### src/rtl/stick_pkg.sv
// Shared types and constants for the command-frame receive path.
// Latency: n/a (declarations only).
// Backpressure: n/a.
package stick_pkg;

    localparam logic [47:0] DEF_OWN_MAC   = 48'h02_00_00_00_00_01;
    localparam logic [47:0] BCAST_MAC     = 48'hFFFF_FFFF_FFFF;
    localparam logic [15:0] DEF_ETHERTYPE = 16'h88B5;
    localparam logic [15:0] DEF_MAGIC     = 16'hC0DE;
    localparam int          DEF_MAX_CMD   = 16;

    localparam logic [2:0] W_DST_HI = 3'd0;
    localparam logic [2:0] W_DST_LO = 3'd1;
    localparam logic [2:0] W_SRC_HI = 3'd2;
    localparam logic [2:0] W_SRC_LO = 3'd3;
    localparam logic [2:0] W_CTRL   = 3'd4;

    typedef enum logic [2:0] {
        ST_IDLE,
        ST_HDR,
        ST_CTRL,
        ST_CMD,
        ST_DRAIN,
        ST_SKIP,
        ST_COMMIT
    } rx_state_t;

    typedef struct packed {
        logic [7:0]  addr;
        logic [23:0] data;
    } cmd_t;

    typedef struct packed {
        logic [47:0] src;
        logic [7:0]  seq;
        logic [7:0]  n;
    } hdr_t;

endpackage

### src/rtl/eth_cmd_rx_if.sv
// RX word stream from the MAC plus register-write and status outputs.
// Latency: n/a (wiring only).
// Backpressure: rx_rdy from the parser qualifies rx_vld.
interface eth_cmd_rx_if;
    logic [31:0] rx_data;
    logic        rx_vld;
    logic        rx_sop;
    logic        rx_eop;
    logic        rx_err;
    logic        rx_rdy;
    logic        reg_wr;
    logic [7:0]  reg_addr;
    logic [23:0] reg_data;
    logic [47:0] peer_mac;
    logic [7:0]  last_seq;
    logic [15:0] frm_ok;
    logic [15:0] frm_drop;

    modport slave (
        input  rx_data, rx_vld, rx_sop, rx_eop, rx_err,
        output rx_rdy, reg_wr, reg_addr, reg_data,
        output peer_mac, last_seq, frm_ok, frm_drop
    );

    modport master (
        output rx_data, rx_vld, rx_sop, rx_eop, rx_err,
        input  rx_rdy, reg_wr, reg_addr, reg_data,
        input  peer_mac, last_seq, frm_ok, frm_drop
    );
endinterface

### src/rtl/cmd_fifo.sv
// Per-frame command buffer: filled while parsing, replayed during commit.
// Latency: read data is combinational from rd pointer; same-cycle write bypasses to read.
// Backpressure: writes beyond len are ignored; reader must not read past wr_cnt.
module cmd_fifo
    import stick_pkg::*;
#(
    parameter  int DEPTH = 16,
    localparam int CW    = $clog2(DEPTH) + 1
) (
    input  logic          clk,
    input  logic          rst_n,
    input  logic          clr,
    input  logic          wr_en,
    input  cmd_t          wr_dat,
    input  logic          rd_en,
    input  logic [7:0]    len,
    output cmd_t          rd_dat,
    output logic [CW-1:0] wr_cnt,
    output logic [CW-1:0] rd_cnt
);
    localparam int AW = $clog2(DEPTH);

    cmd_t          mem [DEPTH];
    logic [CW-1:0] wr_ptr;
    logic [CW-1:0] rd_ptr;
    logic          full;
    logic          wr_go;

    assign full  = (8'(wr_ptr) == len);
    assign wr_go = wr_en && !full;

    always_ff @(posedge clk or negedge rst_n) begin
        if (!rst_n) begin
            wr_ptr <= '0;
            rd_ptr <= '0;
        end else if (clr) begin
            wr_ptr <= '0;
            rd_ptr <= '0;
        end else begin
            if (wr_go) wr_ptr <= wr_ptr + 1'b1;
            if (rd_en) rd_ptr <= rd_ptr + 1'b1;
        end
    end

    always_ff @(posedge clk) begin
        if (wr_go) mem[wr_ptr[AW-1:0]] <= wr_dat;
    end

    // n=1 frames commit the word being written in the same cycle
    assign rd_dat = (wr_go && wr_ptr == rd_ptr) ? wr_dat : mem[rd_ptr[AW-1:0]];
    assign wr_cnt = wr_ptr;
    assign rd_cnt = rd_ptr;
endmodule

### src/rtl/eth_cmd_rx.sv
// Parses command frames from the MAC RX stream and commits their register writes.
// Latency: first reg_wr one cycle after the accepted eop beat, then one write per cycle.
// Backpressure: rx_rdy low only while committing; otherwise one word per cycle.
module eth_cmd_rx
    import stick_pkg::*;
#(
    parameter logic [47:0] OWN_MAC   = DEF_OWN_MAC,
    parameter logic [15:0] ETHERTYPE = DEF_ETHERTYPE,
    parameter logic [15:0] MAGIC     = DEF_MAGIC,
    parameter int          MAX_CMD   = DEF_MAX_CMD
) (
    input  logic         clk,
    input  logic         rst_n,
    eth_cmd_rx_if.slave  bus
);
    localparam int         CW    = $clog2(MAX_CMD) + 1;
    localparam logic [7:0] MAX_N = 8'(MAX_CMD);

    rx_state_t     state, nxt;
    logic [2:0]    widx, widx_d;
    logic          hi_own, hi_own_d;
    hdr_t          hdr_q, hdr_d;
    logic          rx_rdy_q;
    logic [1:0]    drop_inc;
    logic          beat, fail;
    logic          fifo_clr, fifo_wr, fifo_rd, commit_last;
    cmd_t          rd_dat;
    logic [CW-1:0] wr_cnt, rd_cnt;

    logic          reg_wr_q;
    cmd_t          reg_cmd_q;
    logic [47:0]   peer_q;
    logic [7:0]    seq_q;
    logic [15:0]   ok_q, drop_q;

    assign beat = bus.rx_vld && rx_rdy_q;

    always_comb begin
        nxt      = state;
        widx_d   = widx;
        hi_own_d = hi_own;
        hdr_d    = hdr_q;
        drop_inc = 2'd0;
        fail     = 1'b0;
        fifo_clr = 1'b0;
        fifo_wr  = 1'b0;
        if (beat && bus.rx_sop) begin
            // a sop always restarts parsing; an interrupted frame counts as dropped
            if (state inside {ST_HDR, ST_CTRL, ST_CMD, ST_DRAIN}) drop_inc = 2'd1;
            fifo_clr = 1'b1;
            widx_d   = W_DST_LO;
            hi_own_d = (bus.rx_data[15:0] == OWN_MAC[47:32]);
            nxt      = ST_HDR;
            if (bus.rx_err || bus.rx_eop ||
                (!hi_own_d && bus.rx_data[15:0] != BCAST_MAC[47:32])) fail = 1'b1;
        end else if (beat) begin
            case (state)
                ST_HDR: begin
                    widx_d = widx + 3'd1;
                    if (widx == W_DST_LO) begin
                        if (bus.rx_data != (hi_own ? OWN_MAC[31:0] : BCAST_MAC[31:0])) fail = 1'b1;
                    end else if (widx == W_SRC_HI) begin
                        hdr_d.src[47:16] = bus.rx_data;
                    end else begin
                        hdr_d.src[15:0] = bus.rx_data[31:16];
                        widx_d          = W_CTRL;
                        nxt             = ST_CTRL;
                        if (bus.rx_data[15:0] != ETHERTYPE) fail = 1'b1;
                    end
                    if (bus.rx_err || bus.rx_eop) fail = 1'b1;
                end
                ST_CTRL: begin
                    hdr_d.seq = bus.rx_data[15:8];
                    hdr_d.n   = bus.rx_data[7:0];
                    nxt       = ST_CMD;
                    if (bus.rx_err || bus.rx_eop || bus.rx_data[31:16] != MAGIC ||
                        bus.rx_data[7:0] == 8'd0 || bus.rx_data[7:0] > MAX_N) fail = 1'b1;
                end
                ST_CMD: begin
                    fifo_wr = !bus.rx_err;
                    if (8'(wr_cnt) + 8'd1 == hdr_q.n) nxt = bus.rx_eop ? ST_COMMIT : ST_DRAIN;
                    else if (bus.rx_eop)              fail = 1'b1;
                    if (bus.rx_err) fail = 1'b1;
                end
                ST_DRAIN: begin
                    if (bus.rx_err)      fail = 1'b1;
                    else if (bus.rx_eop) nxt  = ST_COMMIT;
                end
                ST_SKIP: begin
                    if (bus.rx_eop) nxt = ST_IDLE;
                end
                default: ;
            endcase
        end
        if (fail) begin
            drop_inc = drop_inc + 2'd1;
            nxt      = bus.rx_eop ? ST_IDLE : ST_SKIP;
        end
        if (state == ST_COMMIT && 8'(rd_cnt) == hdr_q.n) nxt = ST_IDLE;
    end

    // output registers are loaded one edge ahead, so reading starts on the eop edge
    assign fifo_rd     = (nxt == ST_COMMIT);
    assign commit_last = fifo_rd && (8'(rd_cnt) + 8'd1 == hdr_q.n);

    always_ff @(posedge clk or negedge rst_n) begin
        if (!rst_n) begin
            state     <= ST_IDLE;
            widx      <= W_DST_HI;
            hi_own    <= 1'b0;
            hdr_q     <= '0;
            rx_rdy_q  <= 1'b0;
            reg_wr_q  <= 1'b0;
            reg_cmd_q <= '0;
            peer_q    <= '0;
            seq_q     <= '0;
            ok_q      <= '0;
            drop_q    <= '0;
        end else begin
            state    <= nxt;
            widx     <= widx_d;
            hi_own   <= hi_own_d;
            hdr_q    <= hdr_d;
            rx_rdy_q <= (nxt != ST_COMMIT);
            reg_wr_q <= fifo_rd;
            drop_q   <= drop_q + 16'(drop_inc);
            if (fifo_rd) reg_cmd_q <= rd_dat;
            if (commit_last) begin
                ok_q   <= ok_q + 16'd1;
                peer_q <= hdr_q.src;
                seq_q  <= hdr_q.seq;
            end
        end
    end

    cmd_fifo #(.DEPTH(MAX_CMD)) u_cmd_fifo (
        .clk    (clk),
        .rst_n  (rst_n),
        .clr    (fifo_clr),
        .wr_en  (fifo_wr),
        .wr_dat (bus.rx_data),
        .rd_en  (fifo_rd),
        .len    (hdr_q.n),
        .rd_dat (rd_dat),
        .wr_cnt (wr_cnt),
        .rd_cnt (rd_cnt)
    );

    assign bus.rx_rdy   = rx_rdy_q;
    assign bus.reg_wr   = reg_wr_q;
    assign bus.reg_addr = reg_cmd_q.addr;
    assign bus.reg_data = reg_cmd_q.data;
    assign bus.peer_mac = peer_q;
    assign bus.last_seq = seq_q;
    assign bus.frm_ok   = ok_q;
    assign bus.frm_drop = drop_q;
endmodule

### src/flat_wrapper.sv
// flat-port wrapper written by rule: the top's interface ports become plain ports
module eth_cmd_rx_flat import stick_pkg::*;
#(
    parameter logic [47:0] OWN_MAC   = DEF_OWN_MAC,
    parameter logic [15:0] ETHERTYPE = DEF_ETHERTYPE,
    parameter logic [15:0] MAGIC     = DEF_MAGIC,
    parameter int          MAX_CMD   = DEF_MAX_CMD
)
  (clk, rst_n, bus_rx_data, bus_rx_vld, bus_rx_sop, bus_rx_eop, bus_rx_err, bus_rx_rdy, bus_reg_wr, bus_reg_addr, bus_reg_data, bus_peer_mac, bus_last_seq, bus_frm_ok, bus_frm_drop);
  eth_cmd_rx_if bus_i ();
  input  logic clk;
  input  logic rst_n;
  input wire logic [$bits(bus_i.rx_data)-1:0] bus_rx_data;
  input wire logic [$bits(bus_i.rx_vld)-1:0] bus_rx_vld;
  input wire logic [$bits(bus_i.rx_sop)-1:0] bus_rx_sop;
  input wire logic [$bits(bus_i.rx_eop)-1:0] bus_rx_eop;
  input wire logic [$bits(bus_i.rx_err)-1:0] bus_rx_err;
  output wire logic [$bits(bus_i.rx_rdy)-1:0] bus_rx_rdy;
  output wire logic [$bits(bus_i.reg_wr)-1:0] bus_reg_wr;
  output wire logic [$bits(bus_i.reg_addr)-1:0] bus_reg_addr;
  output wire logic [$bits(bus_i.reg_data)-1:0] bus_reg_data;
  output wire logic [$bits(bus_i.peer_mac)-1:0] bus_peer_mac;
  output wire logic [$bits(bus_i.last_seq)-1:0] bus_last_seq;
  output wire logic [$bits(bus_i.frm_ok)-1:0] bus_frm_ok;
  output wire logic [$bits(bus_i.frm_drop)-1:0] bus_frm_drop;
  assign bus_i.rx_data = bus_rx_data;
  assign bus_i.rx_vld = bus_rx_vld;
  assign bus_i.rx_sop = bus_rx_sop;
  assign bus_i.rx_eop = bus_rx_eop;
  assign bus_i.rx_err = bus_rx_err;
  assign bus_rx_rdy = bus_i.rx_rdy;
  assign bus_reg_wr = bus_i.reg_wr;
  assign bus_reg_addr = bus_i.reg_addr;
  assign bus_reg_data = bus_i.reg_data;
  assign bus_peer_mac = bus_i.peer_mac;
  assign bus_last_seq = bus_i.last_seq;
  assign bus_frm_ok = bus_i.frm_ok;
  assign bus_frm_drop = bus_i.frm_drop;
  eth_cmd_rx #(.OWN_MAC(OWN_MAC), .ETHERTYPE(ETHERTYPE), .MAGIC(MAGIC), .MAX_CMD(MAX_CMD)) u_core (.clk(clk), .rst_n(rst_n), .bus(bus_i));
endmodule
### config.mk
export PLATFORM = sky130hd
export DESIGN_NAME = eth_cmd_rx_flat
export DESIGN_NICKNAME = d
export VERILOG_FILES = /design/src/rtl/stick_pkg.sv /design/src/rtl/eth_cmd_rx_if.sv /design/src/rtl/cmd_fifo.sv /design/src/rtl/eth_cmd_rx.sv /design/src/flat_wrapper.sv
export SDC_FILE = /design/constraint.sdc
export NUM_CORES = 1
export LEC_CHECK = 0
export CORE_MARGIN = 2
export CORE_UTILIZATION = 60
export DETAILED_ROUTE_END_ITERATION = 12
export PLACE_DENSITY = 0.87
export SLEW_MARGIN = 20
export SYNTH_ARGS = -nofsm -noshare
export SYNTH_HDL_FRONTEND = slang
export SYNTH_SLANG_ARGS = --single-unit
### constraint.sdc
create_clock -name clk -period 5.5 [get_ports clk]
set_input_delay 1.1 -clock clk [delete_from_list [all_inputs] [get_ports clk]]
set_output_delay 1.1 -clock clk [all_outputs]
set_load 0.01 [all_outputs]
==> metrics.md, run 1 <==
| Metric | Value |
|---|---|
| Status | `finished clean` |
| WP data required | `5980 ps` |
| Core ar. | `46,750 µm²` |
| Worst setup path startpoint | `bus_rx_data[25]` |
| RSZ-0062 raised after global routing | `false` |
| Startpoint types | `input pin` |
| Max Fclk | `195.7 MHz` |
| Worst-margin pin slew | `1170 ps` |
| Min cycle time layout | `5111 ps` |
| Avg Inst Size Synth | `18.76 µm²` |
| Main flop type after synthesis | `edfxtp_1` |
| Worst reg2reg path depth | `15` |
| Gpl congestion | `0.8835` |
| First-pass DRT Iterations | `6` |
| Pins Over Slew Limit | `0` |
| Delay-heaviest family, CP | `simple AND/OR/NAND/NOR gates` |
| Syn Nets | `1,575` |
| Routed WL | `76,370 µm` |
| Worst path slowest cell | `a2111oi_2` |
| Setup violators final | `0` |
| CTS tree | `done` |
| First-pass GRT wire length | `109,100 µm` |
| Leak | `12.12 nW` |
| Num rows | `79` |
| Post-CTS Hold Buffers | `0` |
| Final hold violation count | `0` |
| DRC Markers | `0` |
| Synth cell types | `61` |
| Ys async rst share | `28.39%` |
| Power density over the cells | `404.7 nW/µm²` |
| Via Count | `16,322` |
| Number of antenna violations at the first check in global routing | `2` |
| Top cells by area, synth | `edfxtp_1, dfrtp_1, mux4_2` |
| Area of the multi-input gates | `7812 µm²` |
| Layout area overhead | `17.40%` |
| Post-DP HPWL | `38,900 µm` |
| Clock sinks | `715` |
| CP peak stage delay | `490 ps` |
| Gate Count Post-Synth | `1,524` |
| Fin area | `33,570 µm²` |
| Layout cells sized above 1 | `26.56%` |
| Crit path buf inv count | `4` |
| GRT overflow | `0` |
| Synth top area share | `53.77%` |
| Synthesis Warnings | `0` |
| Sequential fraction of the synthesis area | `71.54%` |
| Tot GR Track Use | `30.30%` |
| Critical-path maximum fanout | `20` |
| NumNets Final | `1,797` |
| Worst hold margin | `471.9 ps` |
| Setup crit end kind | `flop` |
| N_diodes | `0` |
| Sum Neg Setup Slack | `0 ps` |
| CP cell instances | `clkdlybuf4s50_1 -> buf_4 -> nor4_1 -> buf_4 -> nand4_1 -> a2111oi_2 -> a21oi_1 -> o31a_1 -> or2_2 -> ha_1 -> ha_1 -> inv_1 -> fa_1 -> nor2_1 -> and3_1 -> nor2b_1 -> nand2_1 -> xnor2_1` |
| Sequential cell area | `20,460 µm²` |
| Skew-Pair Late Insertion Delay | `600 ps` |
| Max-Cap Viols | `0` |
| Violation count after the first detailed-route iteration | `2,102` |
| # IOs | `160` |
| Pwr Total | `13.59 mW` |
| Worst-path clk slew | `60 ps` |
| Register bit count reported by yosys | `715` |
| Die area | `49,420 µm²` |
| Wire length per cell | `31.78 µm` |
| Worst hold start | `u_core.bus.frm_drop[15]` |
| Final Skew | `19.17 ps` |
| Via/cell ratio | `6.792` |
| Total CTS buffers | `69` |
| WS Path Type | `in -> reg` |
| Antenna Nets Post-Route | `0` |
| Cell depth of the worst setup path | `18` |
| Post-synth EDFFs | `512` |
| Largest net degree at the start of global routing | `130` |
| Initial Utilization | `61.16%` |
| Post-CTS sizing | `0` |
| Die W | `222.3 µm` |
| Hold Path Class | `reg -> reg` |
| WHS Path Cells | `1` |
| Cell taking the most area after synthesis | `edfxtp_1` |
| Vias in the first global route | `16,747` |
| Worst rel slew slack | `21.99%` |
| Max clock buf depth | `3` |
| Reg-to-Reg Start | `u_core.u_cmd_fifo.wr_cnt[2]` |
| Synthesized area | `28,590 µm²` |
| Period utilisation layout | `92.92%` |
| # fillers | `2,615` |
| IO buf count | `159` |
| H-tree depth | `3` |
| CTS Root Cell | `clkbuf_16` |
| Die height | `222.3 µm` |
| R2R setup slack | `640 ps` |
| Postcts setup bufs | `0` |
| Area after DPL | `31,310 µm²` |
| Worst Path Arrival | `5590 ps` |
| Maximum vdd drop | `0.0002722 V` |
==> area by class of cell <==
cell class	instances	area share, %
multi-input combinational	712	23.27
timing repair buffer	233	6.657
sequential	715	60.96
clock inverter	26	0.9542
tap	607	2.262
inverter	15	0.1826
clock buffer	95	5.710
==> where the power goes <==
| part | switching, mW | internal [mW] | total (mW) | leakage [nW] |
|---|---|---|---|---|
| Combinational | 1.11 | 1.21 | 2.32 | 3.72 |
| Clock | 2.02 | 2.77 | 4.79 | 1.09 |
| Sequential | 0.331 | 6.14 | 6.47 | 7.31 |
==> layer usage <==
| metal | track usage, % | up-vias | wire length [µm] |
|---|---|---|---|
| met5 | 0 | - | 0 |
| met3 | 4.866 | 220 | 7701 |
| met4 | 12.16 | 0 | 3217 |
| met2 | 49.81 | 1259 | 37820 |
| met1 | 41.27 | 8382 | 27620 |
| li1 | - | 6461 | - |
==> state kept, by name (all words and copies together) (netlist names), 3 cells and up <==
name                      count
u_core.bus.frm_drop          16
u_core.bus.frm_ok            16
u_core.bus.last_seq           8
u_core.bus.peer_mac          48
u_core.bus.reg_addr           8
u_core.bus.reg_data          24
u_core.hdr_q                 64
u_core.state                  3
u_core.u_cmd_fifo.mem       512
u_core.u_cmd_fifo.rd_cnt      5
u_core.u_cmd_fifo.wr_cnt      5
u_core.widx                   3
==> metrics by stage <==
stage / worst slack (ps) / utilization (%) / std cells
floorplan: 426.1 / - / 1524
global placement: 3.933 / 66.96 / 2281
detailed placement: -115.7 / 66.96 / 2281
CTS: 437.8 / 71.74 / 2402
global route: 146.7 / 71.80 / 2403
finish: 389.2 / 71.80 / 2403
==> cells by family after synthesis <==
logic type	share of synthesized area [%]
compound gates	2.039
xor+xnor	1.593
fa+ha+maj	0.5951
buf+inv	1.571
flops	71.54
mux	18.48
simple gates	4.188
==> Yosys cell counts, types with 20 or more instances <==
cell / number
nor2_1: 51
mux2_2: 95
xor2_1: 20
mux2_4: 20
clkbuf_1: 54
dfrtp_1: 203
nand2_1: 75
o21ai_0: 48
xnor2_1: 32
edfxtp_1: 512
nand3_1: 24
mux4_2: 160
mux2i_1: 31
==> path summary, 6_finish.rpt <==
check / to
max: u_core.bus.frm_drop[10]
min: u_core.bus.frm_drop[15]
max reg2reg: u_core.bus.frm_drop[10]
min reg2reg: u_core.bus.frm_drop[15]
max in group asynchronous: u_core.hdr_q[56]
min in group asynchronous: u_core.bus.frm_ok[6]
==> layout by cell type (no fill, tap or decap), types with 7 or more instances in the layout <==
| master | instances |
|---|---|
| edfxtp_1 | 512 |
| dfrtp_1 | 199 |
| mux4_2 | 160 |
| clkdlybuf4s50_1 | 158 |
| mux2_2 | 95 |
| nand2_1 | 75 |
| clkbuf_16 | 71 |
| buf_4 | 68 |
| o21ai_0 | 48 |
| nor2_1 | 39 |
| xnor2_1 | 32 |
| mux2i_1 | 31 |
| nand3_1 | 23 |
| xor2_1 | 20 |
| mux2_4 | 20 |
| clkbuf_1 | 19 |
| a21oi_1 | 17 |
| nand4_1 | 17 |
| and3_1 | 16 |
| inv_1 | 14 |
| nor3_1 | 14 |
| nor2_4 | 12 |
| ha_1 | 12 |
| clkinv_1 | 9 |
| nor4_1 | 8 |
| bufinv_16 | 7 |
Power figures use the tool's default switching activity.
==> inputs of run 2 (changes only) <==
- ABC_CLOCK_PERIOD_IN_PS: default -> 5500
==> results of run 2 <==
The final DEF is identical to that of run 1; final timing and power are the same.
==> inputs of run 3 (changes only) <==
- RECOVER_POWER: default -> 100
==> run 3 against run 2 <==
  * The run now ends with capacitance limit, slew limit left
  * Via count up 0.53%
  * Die area unchanged
  * Maximum frequency shrank 0.97%
  * Final area is 1.0% lower
  * Final cell count up 0.12%
  * Sequential power hardly changed
  * Flip-flop and latch count unchanged
  * Worst setup slack got worse by 50 ps
  * Non-clock buffer count is the same
  * Critical endpoint unchanged
  * Largest cell class unchanged
==> metrics.md, run 3 (synthesized netlist as in run 1, its figures left out) <==
| Metric | Value |
|---|---|
| Status | `finished, violations left` |
| Failing checks | `capacitance limit, slew limit` |
| Die W | `222.3 µm` |
| Layout cells sized above 1 | `22.44%` |
| Sequential share of power | `47.9%` |
| Setup violators final | `0` |
| Die area | `49,420 µm²` |
| First-pass DRT Iterations | `7` |
| NumNets Final | `1,797` |
| GRT overflow | `0` |
| Final Skew | `16.43 ps` |
| Antenna Nets Post-Route | `0` |
| Setup crit end kind | `flop` |
| CTS Root Cell | `clkbuf_16` |
| Num rows | `79` |
| Setup ws final | `339.3 ps` |
| H-tree depth | `3` |
| Power density over the cells | `405.9 nW/µm²` |
| Max-Cap Viols | `4` |
| Layout area overhead | `16.19%` |
| Maximum vdd drop | `0.0002798 V` |
| Placed insts | `2,281` |
| # IOs | `160` |
| Sw Ratio | `25.59%` |
| Skew-Pair Late Insertion Delay | `600 ps` |
| Pins Over Slew Limit | `169` |
| Largest register FFs | `512` |
| Post-place setup slack | `-115.7 ps` |
| Die height | `222.3 µm` |
| Via Count | `16,408` |
| WP data required | `5980 ps` |
| Met1 usage | `41.27%` |
| Largest net degree at the start of global routing | `130` |
| Vias in the first global route | `16,747` |
| # fillers | `2,723` |
| Critical-path maximum fanout | `6` |
| Gate power share | `16.5%` |
| P_int | `10.04 mW` |
| Core ar. | `46,750 µm²` |
| Violation count after the first detailed-route iteration | `2,000` |
| GRT met2 Usage | `49.81%` |
| Postcts setup bufs | `0` |
| Worst rel slew slack | `-112.6%` |
| Final cell count without fillers | `2,406` |
| Max Fclk | `193.8 MHz` |
| Initial Utilization | `61.16%` |
| Via/cell ratio | `6.820` |
| Met3 Use GR | `4.866%` |
| DRC Markers | `0` |
| Hold Path Class | `reg -> reg` |
| Tot GR Track Use | `30.30%` |
| Most common cell after layout, fill and taps aside | `edfxtp_1` |
| Pwr Total | `13.49 mW` |
| First-pass GRT wire length | `109,100 µm` |
| Post-CTS Hold Buffers | `0` |
| Startpoint types | `input pin` |
| Total CTS buffers | `69` |
| Period utilisation layout | `93.83%` |
| Worst-path clk slew | `60 ps` |
| CTS tree | `done` |
| Final hold violation count | `0` |
| Max clock buf depth | `3` |
| Clock network fraction of total power | `35.6%` |
| Sum Neg Setup Slack | `0 ps` |
| Clock sinks | `715` |
| Gpl congestion | `0.8835` |
| WS Path Type | `in -> reg` |
| Post-CTS sizing | `0` |
| Worst-margin pin slew | `3189 ps` |
| Post-DP HPWL | `38,900 µm` |
| Leak | `12.32 nW` |
| Switching pwr | `3.451 mW` |
| Routed WL | `76,610 µm` |
| Worst Path Arrival | `5640 ps` |
| Number of antenna violations at the first check in global routing | `4` |
| RSZ-0062 raised after global routing | `false` |
| IO buf count | `159` |
| Most frequent cells in the layout | `edfxtp_1, dfrtp_1, mux4_2, dlygate4sd3_1, mux2_2` |
| Min cycle time layout | `5161 ps` |
| Wire length per cell | `31.84 µm` |
| Busiest metal layer after global routing | `met2` |
-- run 3: worst paths after layout --
| kind | from | to | slack [ps] | cells past startpoint |
|---|---|---|---|---|
| max reg2reg | u_core.u_cmd_fifo.wr_cnt[2] | u_core.bus.frm_drop[10] | 860 | 15 |
| max | bus_rx_data[3] | u_core.bus.frm_drop[10] | 340 | 17 |
| max in group asynchronous | rst_n | u_core.bus.reg_data[1] | 1520 | 2 |
| min in group asynchronous | rst_n | u_core.bus.frm_ok[6] | 500 | 1 |
| min | u_core.bus.frm_drop[15] | u_core.bus.frm_drop[15] | 470 | 1 |
| min reg2reg | u_core.bus.frm_drop[15] | u_core.bus.frm_drop[15] | 470 | 1 |
-- run 3: cell type report --
class / instances / area, µm² / share of cell area (%)
repair buffers: 233 / 2058 / 6.195
multi-input cells: 712 / 7639 / 22.99
diodes: 3 / 7.507 / 0.02260
well taps: 607 / 759.5 / 2.286
inverters: 15 / 57.56 / 0.1732
flip-flops and latches: 715 / 20460 / 61.60
clock buffers: 95 / 1917 / 5.770
clock inverters: 26 / 320.3 / 0.9641
-- run 3: routing by layer --
metal | up-vias | share of wire, %
met5 | - | 0
met1 | 8374 | 36
met2 | 1317 | 49
met3 | 262 | 11
met4 | 0 | 4.8
li1 | 6455 | -
-- run 3: power by group through the flow --
stage,Sequential (mW),Clock [mW],Combinational [mW]
after global placement,6.53,0,2.17
after detailed placement,6.55,0,2.23
after CTS,6.45,4.79,2.29
after floorplan,6.50,0,1.38
final,6.47,4.80,2.22
after global routing,6.50,5.00,2.40
-- run 3: worst max-delay path: stages --
cell and delay, ps:
dlygate4sd3_1 530, clkbuf_1 280, or4_1 690, nor2_1 250, nand4_1 170, o2bb2ai_1 160, o31a_1 310, or2_2 330
ha_1 290, ha_1 160, inv_1 60, fa_1 410, nor2_1 180, and3_1 230, nor2b_1 250, nand2_1 110
xnor2_1 130
-- run 3: per-stage QoR --
stage	cell area, µm²	hold slack [ps]	util, %
global route	33220	475.0	71.05
detailed placement	31310	462.0	66.96
CTS	33540	474.5	71.74
finish	33220	467.3	71.06
global placement	31310	460.7	66.96
floorplan	28590	444.4	-
